$ cat src/rtl/fetch_redirect_ctrl_pkg.sv
// Shared RISC-V decode constants and fetch-redirect state encoding.
package riscv_pkg;

   localparam logic [6:0] OPC_LOAD   = 7'b0000011;
   localparam logic [6:0] OPC_STORE  = 7'b0100011;
   localparam logic [6:0] OPC_OP     = 7'b0110011;
   localparam logic [6:0] OPC_BRANCH = 7'b1100011;
   localparam logic [6:0] OPC_JAL    = 7'b1101111;

   typedef enum logic {
      ST_RUN    = 1'b0,
      ST_SQUASH = 1'b1
   } redirect_state_t;

   // Only R-type, store and branch formats carry a real rs2 field.
   function automatic logic uses_rs2(input logic [6:0] opc);
      return (opc == OPC_OP) || (opc == OPC_STORE) || (opc == OPC_BRANCH);
   endfunction

endpackage

$ cat src/rtl/fetch_redirect_ctrl_if.sv
// Decode/execute-side bundle between the pipeline and the fetch redirect controller.
interface fetch_redirect_ctrl_if;

   logic [31:0] Instr_RD;
   logic [31:0] PCD;
   logic [31:0] PCPlus4D;
   logic        BranchTakenE;
   logic [31:0] BranchTargetE;
   logic        PcSrc;
   logic [31:0] PCTarget;
   logic        StallF;
   logic        ValidD;
   logic        ValidE;
   logic        MemReadE;
   logic [4:0]  RdE;
   logic [31:0] PCPlus4E;

   modport master (
      output Instr_RD, PCD, PCPlus4D, BranchTakenE, BranchTargetE,
      input  PcSrc, PCTarget, StallF, ValidD, ValidE, MemReadE, RdE, PCPlus4E
   );

   modport slave (
      input  Instr_RD, PCD, PCPlus4D, BranchTakenE, BranchTargetE,
      output PcSrc, PCTarget, StallF, ValidD, ValidE, MemReadE, RdE, PCPlus4E
   );

endinterface

$ cat src/rtl/fetch_redirect_ctrl_hazard_detect.sv
// Load-use comparator: a load in E whose destination feeds the decode instruction.
module hazard_detect (
   input  logic       i_taken_e,
   input  logic       i_valid_d,
   input  logic       i_valid_e,
   input  logic       i_memread_e,
   input  logic [4:0] i_rd_e,
   input  logic [4:0] i_rs1,
   input  logic [4:0] i_rs2,
   input  logic       i_rs2_used,
   output logic       o_load_use
);

   logic w_src_match;

   assign w_src_match = (i_rd_e == i_rs1) || (i_rs2_used && (i_rd_e == i_rs2));

   assign o_load_use = !i_taken_e && i_valid_d && i_valid_e && i_memread_e &&
                       (i_rd_e != 5'd0) && w_src_match;

endmodule

$ cat src/rtl/fetch_redirect_ctrl.sv
// Fetch redirect control: taken-E and JAL redirects, load-use stall, E-stage tracking.
module fetch_redirect_ctrl
   import riscv_pkg::*;
(
   input  logic                  clk,
   input  logic                  rst,
   fetch_redirect_ctrl_if.slave  bus
);

   redirect_state_t r_state;
   redirect_state_t w_state_nxt;

   logic        r_valid_e;
   logic        r_memread_e;
   logic [4:0]  r_rd_e;
   logic [31:0] r_pcplus4_e;

   logic [6:0]  w_opcode;
   logic [4:0]  w_rd;
   logic [4:0]  w_rs1;
   logic [4:0]  w_rs2;
   logic        w_valid_d;
   logic        w_load_use;
   logic        w_jal;
   logic        w_bubble;
   logic [31:0] w_jal_imm;
   logic        w_pcsrc;
   logic [31:0] w_pctarget;
   logic        w_stallf;

   assign w_opcode  = bus.Instr_RD[6:0];
   assign w_rd      = bus.Instr_RD[11:7];
   assign w_rs1     = bus.Instr_RD[19:15];
   assign w_rs2     = bus.Instr_RD[24:20];
   assign w_valid_d = (r_state == ST_RUN);
   assign w_jal_imm = {{11{bus.Instr_RD[31]}}, bus.Instr_RD[31], bus.Instr_RD[19:12],
                       bus.Instr_RD[20], bus.Instr_RD[30:21], 1'b0};

   hazard_detect u_hazard (
      .i_taken_e   (bus.BranchTakenE),
      .i_valid_d   (w_valid_d),
      .i_valid_e   (r_valid_e),
      .i_memread_e (r_memread_e),
      .i_rd_e      (r_rd_e),
      .i_rs1       (w_rs1),
      .i_rs2       (w_rs2),
      .i_rs2_used  (uses_rs2(w_opcode)),
      .o_load_use  (w_load_use)
   );

   // A load-use stall holds the JAL in decode, so its redirect waits a cycle.
   assign w_jal    = w_valid_d && !bus.BranchTakenE && !w_load_use && (w_opcode == OPC_JAL);
   assign w_bubble = bus.BranchTakenE || w_load_use || !w_valid_d;

   always_comb begin
      w_pcsrc     = 1'b0;
      w_pctarget  = '0;
      w_stallf    = 1'b0;
      w_state_nxt = ST_RUN;
      if (bus.BranchTakenE) begin
         w_pcsrc     = 1'b1;
         w_pctarget  = bus.BranchTargetE;
         w_state_nxt = ST_SQUASH;
      end else if (w_load_use) begin
         w_stallf = 1'b1;
      end else if (w_jal) begin
         w_pcsrc     = 1'b1;
         w_pctarget  = bus.PCD + w_jal_imm;
         w_state_nxt = ST_SQUASH;
      end
   end

   always_ff @(posedge clk or posedge rst) begin
      if (rst) begin
         r_state <= ST_RUN;
      end else begin
         r_state <= w_state_nxt;
      end
   end

   always_ff @(posedge clk or posedge rst) begin
      if (rst) begin
         r_valid_e   <= 1'b0;
         r_memread_e <= 1'b0;
         r_rd_e      <= '0;
         r_pcplus4_e <= '0;
      end else if (w_bubble) begin
         r_valid_e   <= 1'b0;
         r_memread_e <= 1'b0;
         r_rd_e      <= '0;
         r_pcplus4_e <= '0;
      end else begin
         r_valid_e   <= 1'b1;
         r_memread_e <= (w_opcode == OPC_LOAD);
         r_rd_e      <= w_rd;
         r_pcplus4_e <= bus.PCPlus4D;
      end
   end

   assign bus.PcSrc    = w_pcsrc;
   assign bus.PCTarget = w_pctarget;
   assign bus.StallF   = w_stallf;
   assign bus.ValidD   = w_valid_d;
   assign bus.ValidE   = r_valid_e;
   assign bus.MemReadE = r_memread_e;
   assign bus.RdE      = r_rd_e;
   assign bus.PCPlus4E = r_pcplus4_e;

endmodule

$ cat src/flat_wrapper.sv
// flat-port wrapper written by rule: the top's interface ports become plain ports
module fetch_redirect_ctrl_flat import riscv_pkg::*;
  (clk, rst, bus_Instr_RD, bus_PCD, bus_PCPlus4D, bus_BranchTakenE, bus_BranchTargetE, bus_PcSrc, bus_PCTarget, bus_StallF, bus_ValidD, bus_ValidE, bus_MemReadE, bus_RdE, bus_PCPlus4E);
  fetch_redirect_ctrl_if bus_i ();
  input  logic clk;
  input  logic rst;
  input wire logic [$bits(bus_i.Instr_RD)-1:0] bus_Instr_RD;
  input wire logic [$bits(bus_i.PCD)-1:0] bus_PCD;
  input wire logic [$bits(bus_i.PCPlus4D)-1:0] bus_PCPlus4D;
  input wire logic [$bits(bus_i.BranchTakenE)-1:0] bus_BranchTakenE;
  input wire logic [$bits(bus_i.BranchTargetE)-1:0] bus_BranchTargetE;
  output wire logic [$bits(bus_i.PcSrc)-1:0] bus_PcSrc;
  output wire logic [$bits(bus_i.PCTarget)-1:0] bus_PCTarget;
  output wire logic [$bits(bus_i.StallF)-1:0] bus_StallF;
  output wire logic [$bits(bus_i.ValidD)-1:0] bus_ValidD;
  output wire logic [$bits(bus_i.ValidE)-1:0] bus_ValidE;
  output wire logic [$bits(bus_i.MemReadE)-1:0] bus_MemReadE;
  output wire logic [$bits(bus_i.RdE)-1:0] bus_RdE;
  output wire logic [$bits(bus_i.PCPlus4E)-1:0] bus_PCPlus4E;
  assign bus_i.Instr_RD = bus_Instr_RD;
  assign bus_i.PCD = bus_PCD;
  assign bus_i.PCPlus4D = bus_PCPlus4D;
  assign bus_i.BranchTakenE = bus_BranchTakenE;
  assign bus_i.BranchTargetE = bus_BranchTargetE;
  assign bus_PcSrc = bus_i.PcSrc;
  assign bus_PCTarget = bus_i.PCTarget;
  assign bus_StallF = bus_i.StallF;
  assign bus_ValidD = bus_i.ValidD;
  assign bus_ValidE = bus_i.ValidE;
  assign bus_MemReadE = bus_i.MemReadE;
  assign bus_RdE = bus_i.RdE;
  assign bus_PCPlus4E = bus_i.PCPlus4E;
  fetch_redirect_ctrl u_core (.clk(clk), .rst(rst), .bus(bus_i));
endmodule
$ cat config.mk
export PLATFORM = sky130hd
export DESIGN_NAME = fetch_redirect_ctrl_flat
export DESIGN_NICKNAME = d
export VERILOG_FILES = /design/src/rtl/fetch_redirect_ctrl_pkg.sv /design/src/rtl/fetch_redirect_ctrl_if.sv /design/src/rtl/fetch_redirect_ctrl_hazard_detect.sv /design/src/rtl/fetch_redirect_ctrl.sv /design/src/flat_wrapper.sv
export SDC_FILE = /design/constraint.sdc
export NUM_CORES = 1
export LEC_CHECK = 0
export CORE_ASPECT_RATIO = 0.7
export CORE_UTILIZATION = 40
export DETAILED_ROUTE_END_ITERATION = 6
export GPL_ROUTABILITY_DRIVEN = 0
export PLACE_DENSITY = 0.86
export REMOVE_ABC_BUFFERS = 1
export SETUP_SLACK_MARGIN = 0.05
export SLEW_MARGIN = 15
export SYNTH_ARGS = -nofsm -noshare
export SYNTH_HDL_FRONTEND = slang
export SYNTH_SLANG_ARGS = --single-unit
$ cat constraint.sdc
create_clock -name clk -period 7.9 [get_ports clk]
set_input_delay 1.58 -clock clk [delete_from_list [all_inputs] [get_ports clk]]
set_output_delay 1.58 -clock clk [all_outputs]
set_load 0.005 [all_outputs]
==> impl_results.md <==
- Post-synth ARST share: 100%
- Hold Vio Cnt, Final: 0
- Post-detail-place hpwl: around 9500 um
- DP Worst Slack: between 1000 and 1500 ps
- Final Cycle Share: ~86%
- Post-Syn Instances: 370
- Start of the worst register-to-register path: u_core.bus.RdE[3]$_DFF_PP0_
- Post-route worst setup slack: between 1000 and 1500 ps
- Unique cell type count in the Yosys netlist: 53
- Largest net degree at the start of global routing: roughly 40
- FF+latch count, synth: 40
- Post-CTS Resized: 0
- First-pass GRT wire length: ~18000 um
- Max_cap viols: 0
- Sequential share of the synthesized area: between 20 and 30%
- Initial Util: between 40% and 50%
- Setup CP Type: in2out
- WP data required: 6320 ps
- Vias: 3651
- DRT Pass-1 Iters: 7
- Sink Count: 40
- CTS Hold Bufs: 0
- Area Overhead vs Synth: 68.7%
- Worst-path clk slew: around 60 ps
- Ys flop type: dfrtp_1
- Post-route minimum period: slightly below 7000 ps
- Iter 0 DRT Violations: approximately 160
- DR vias/cell: about 5.4
- Vias in the first global route: 3585
- Hold Crit Start: u_core.r_state$_DFF_PP0_
- Cts bufs inserted: 5
- Crit path max fanout: 40
- TNS Setup: 0 ps
- GRT Overall Usage: 26.2%
- Die height: between 70 and 80 um
- Post-synth EDFFs: 0
- Antenna violations before repair: 0
- Htree depth: 2
- GRT overflow: 0
- Worst Setup End Kind: output port
- Die width: between 100 and 150 um
- Slew @ Worst Pin: roughly 830 ps
- RSZ-0062 raised after global routing: no
- Wire length per cell: 17.4 um
- Setup violators final: 0
- Failing checks: DRC
- F_max: 0.148 GHz
- Fraction of layout cells with a size suffix above 1: 3.67%
- Worst VDD drop: 0.0000892 V
- Nets@finish: about 730
- YS warnings: 0
- PortBufs: 204
- Crit start category: input pin
- Post-Syn Area: about 0.0034 sq mm
- Max-slew violations: 0
- CTS tree: built
- Row count: 27
- Outcome: finished, violations left
- Post-route ant nets: 0
- Post-Route WL: between 10000 and 15000 um
- Final Instance Area: approximately 0.0057 sq mm
- Floorplan Core Area: about 0.0080 sq mm
- Relative slew slack: approximately 44%
- Setup Skew: between 6 and 7 ps
- Leakage power: 2.42 nW
- Clock Latency Late Sink: roughly 280 ps
- Setup crit start: bus_Instr_RD[6]
- I/O pin cnt: roughly 210
- DRC errors left: 6
- Clock buffer depth: 2
- Syn_area_per_cell: just over 9 sq um
- Hold Path Class: reg2reg
- Postcts setup bufs: 0
- Worst EP arrival: just over 5000 ps
- Antenna Cells: 0
- Root buf cell: clkbuf_16
- DP Area: approximately 0.0055 sq mm
- DIE AREA: roughly 0.0088 sq mm
- PD cells: roughly 130 mW/mm^2
layout by cell type, fill, tap and decap left out, types with 14 or more instances in the layout:
| cell | count |
|---|---|
| a21o_1 | 14 |
| a21oi_1 | 27 |
| a22o_1 | 26 |
| and2_1 | 37 |
| clkdlybuf4s50_1 | 204 |
| dfrtp_1 | 40 |
| ha_1 | 30 |
| nand2_1 | 19 |
| nor2_1 | 15 |
| o21ai_0 | 20 |
| xnor2_1 | 22 |
power breakdown:
part           total [mW]  internal (mW)  switching [mW]
registers           0.217          0.213         0.00402
logic               0.276          0.155           0.120
clock network       0.245          0.166          0.0787
worst max-delay path: stages:
cell	delay, ps
clkdlybuf4s50_1	550
a21boi_0	160
nand4_1	140
nor4_1	60
o2111ai_1	250
nor3b_2	220
buf_4	320
and3b_1	760
or4b_1	510
nand3_1	100
clkdlybuf4s50_1	500
registers in the layout, indices dropped and copies added (netlist names):
name                 cells
u_core.r_state           1
u_core.bus.MemReadE      1
u_core.bus.ValidE        1
u_core.bus.RdE           5
u_core.bus.PCPlus4E     32
cells by family after synthesis:
logic type / synth area share (%)
flops: 29.8
buf+inv: 2.94
fa+ha+maj: 11.8
xor+xnor: 8.86
compound gates: 26.9
simple gates: 19.7
through the flow:
step | cells | utilization [%] | hold slack, ps | total power [mW]
2_1_floorplan | 356 | - | 593 | 0.355
3_3_place_gp | 665 | 68.5 | 787 | 0.486
3_5_place_dp | 665 | 68.5 | 813 | 0.492
4_1_cts | 673 | 70.8 | 821 | 0.738
5_1_grt | 673 | 70.8 | 840 | 0.772
6_report | 673 | 70.8 | 800 | 0.737
path summary, 6_finish.rpt:
| kind | endpoint | slack, ps | depth (start not counted) |
|---|---|---|---|
| max in group asynchronous | u_core.bus.PCPlus4E[7]$_DFF_PP0_ | 5810 | 3 |
| min in group asynchronous | u_core.bus.PCPlus4E[27]$_DFF_PP0_ | 1740 | 3 |
| worst max register to register | u_core.r_state$_DFF_PP0_ | 5170 | 8 |
| worst min-delay path | u_core.bus.ValidE$_DFF_PP0_ | 800 | 2 |
| worst min register to register | u_core.bus.ValidE$_DFF_PP0_ | 800 | 2 |
| worst max-delay path | bus_PCTarget[29] | 1140 | 11 |
layout make-up:
| cell class | count | area (sq um) |
|---|---|---|
| Tap cell | 101 | 126 |
| Clock inverter | 1 | 30.0 |
| Multi-Input combinational cell | 309 | 2260 |
| Inverter | 7 | 26.3 |
| Timing Repair Buffer | 208 | 2070 |
| Clock buffer | 7 | 153 |
| Fill cell | 634 | 2340 |
| Sequential cell | 40 | 1000 |
layer usage:
metal | wire [um] | global-route usage (%)
met5 | 0 | 0
met1 | 5160 | 36.3
met2 | 5700 | 44.4
met4 | 112 | 3.38
met3 | 749 | 3.86
synthesized netlist by cell type, drive strengths merged, types with 5 or more instances:
library cell   n  share of area, %
dfrtp         40                30
and2          37               6.9
ha            30                11
a21oi         28               4.3
a22o          26               6.8
xnor2         22               5.7
o21ai         21               3.1
nand2         19               2.1
nor2          15               1.7
a21o          14               3.1
xor2          12               3.1
nand3         10               1.5
clkbuf         8              0.89
inv            7              0.78
o21bai         7               1.6
buf            6               1.3
nand4          6               1.1
nor2b          5               1.2
nor3           5              0.74
or3            5              0.93
Power figures use the tool's default switching activity.
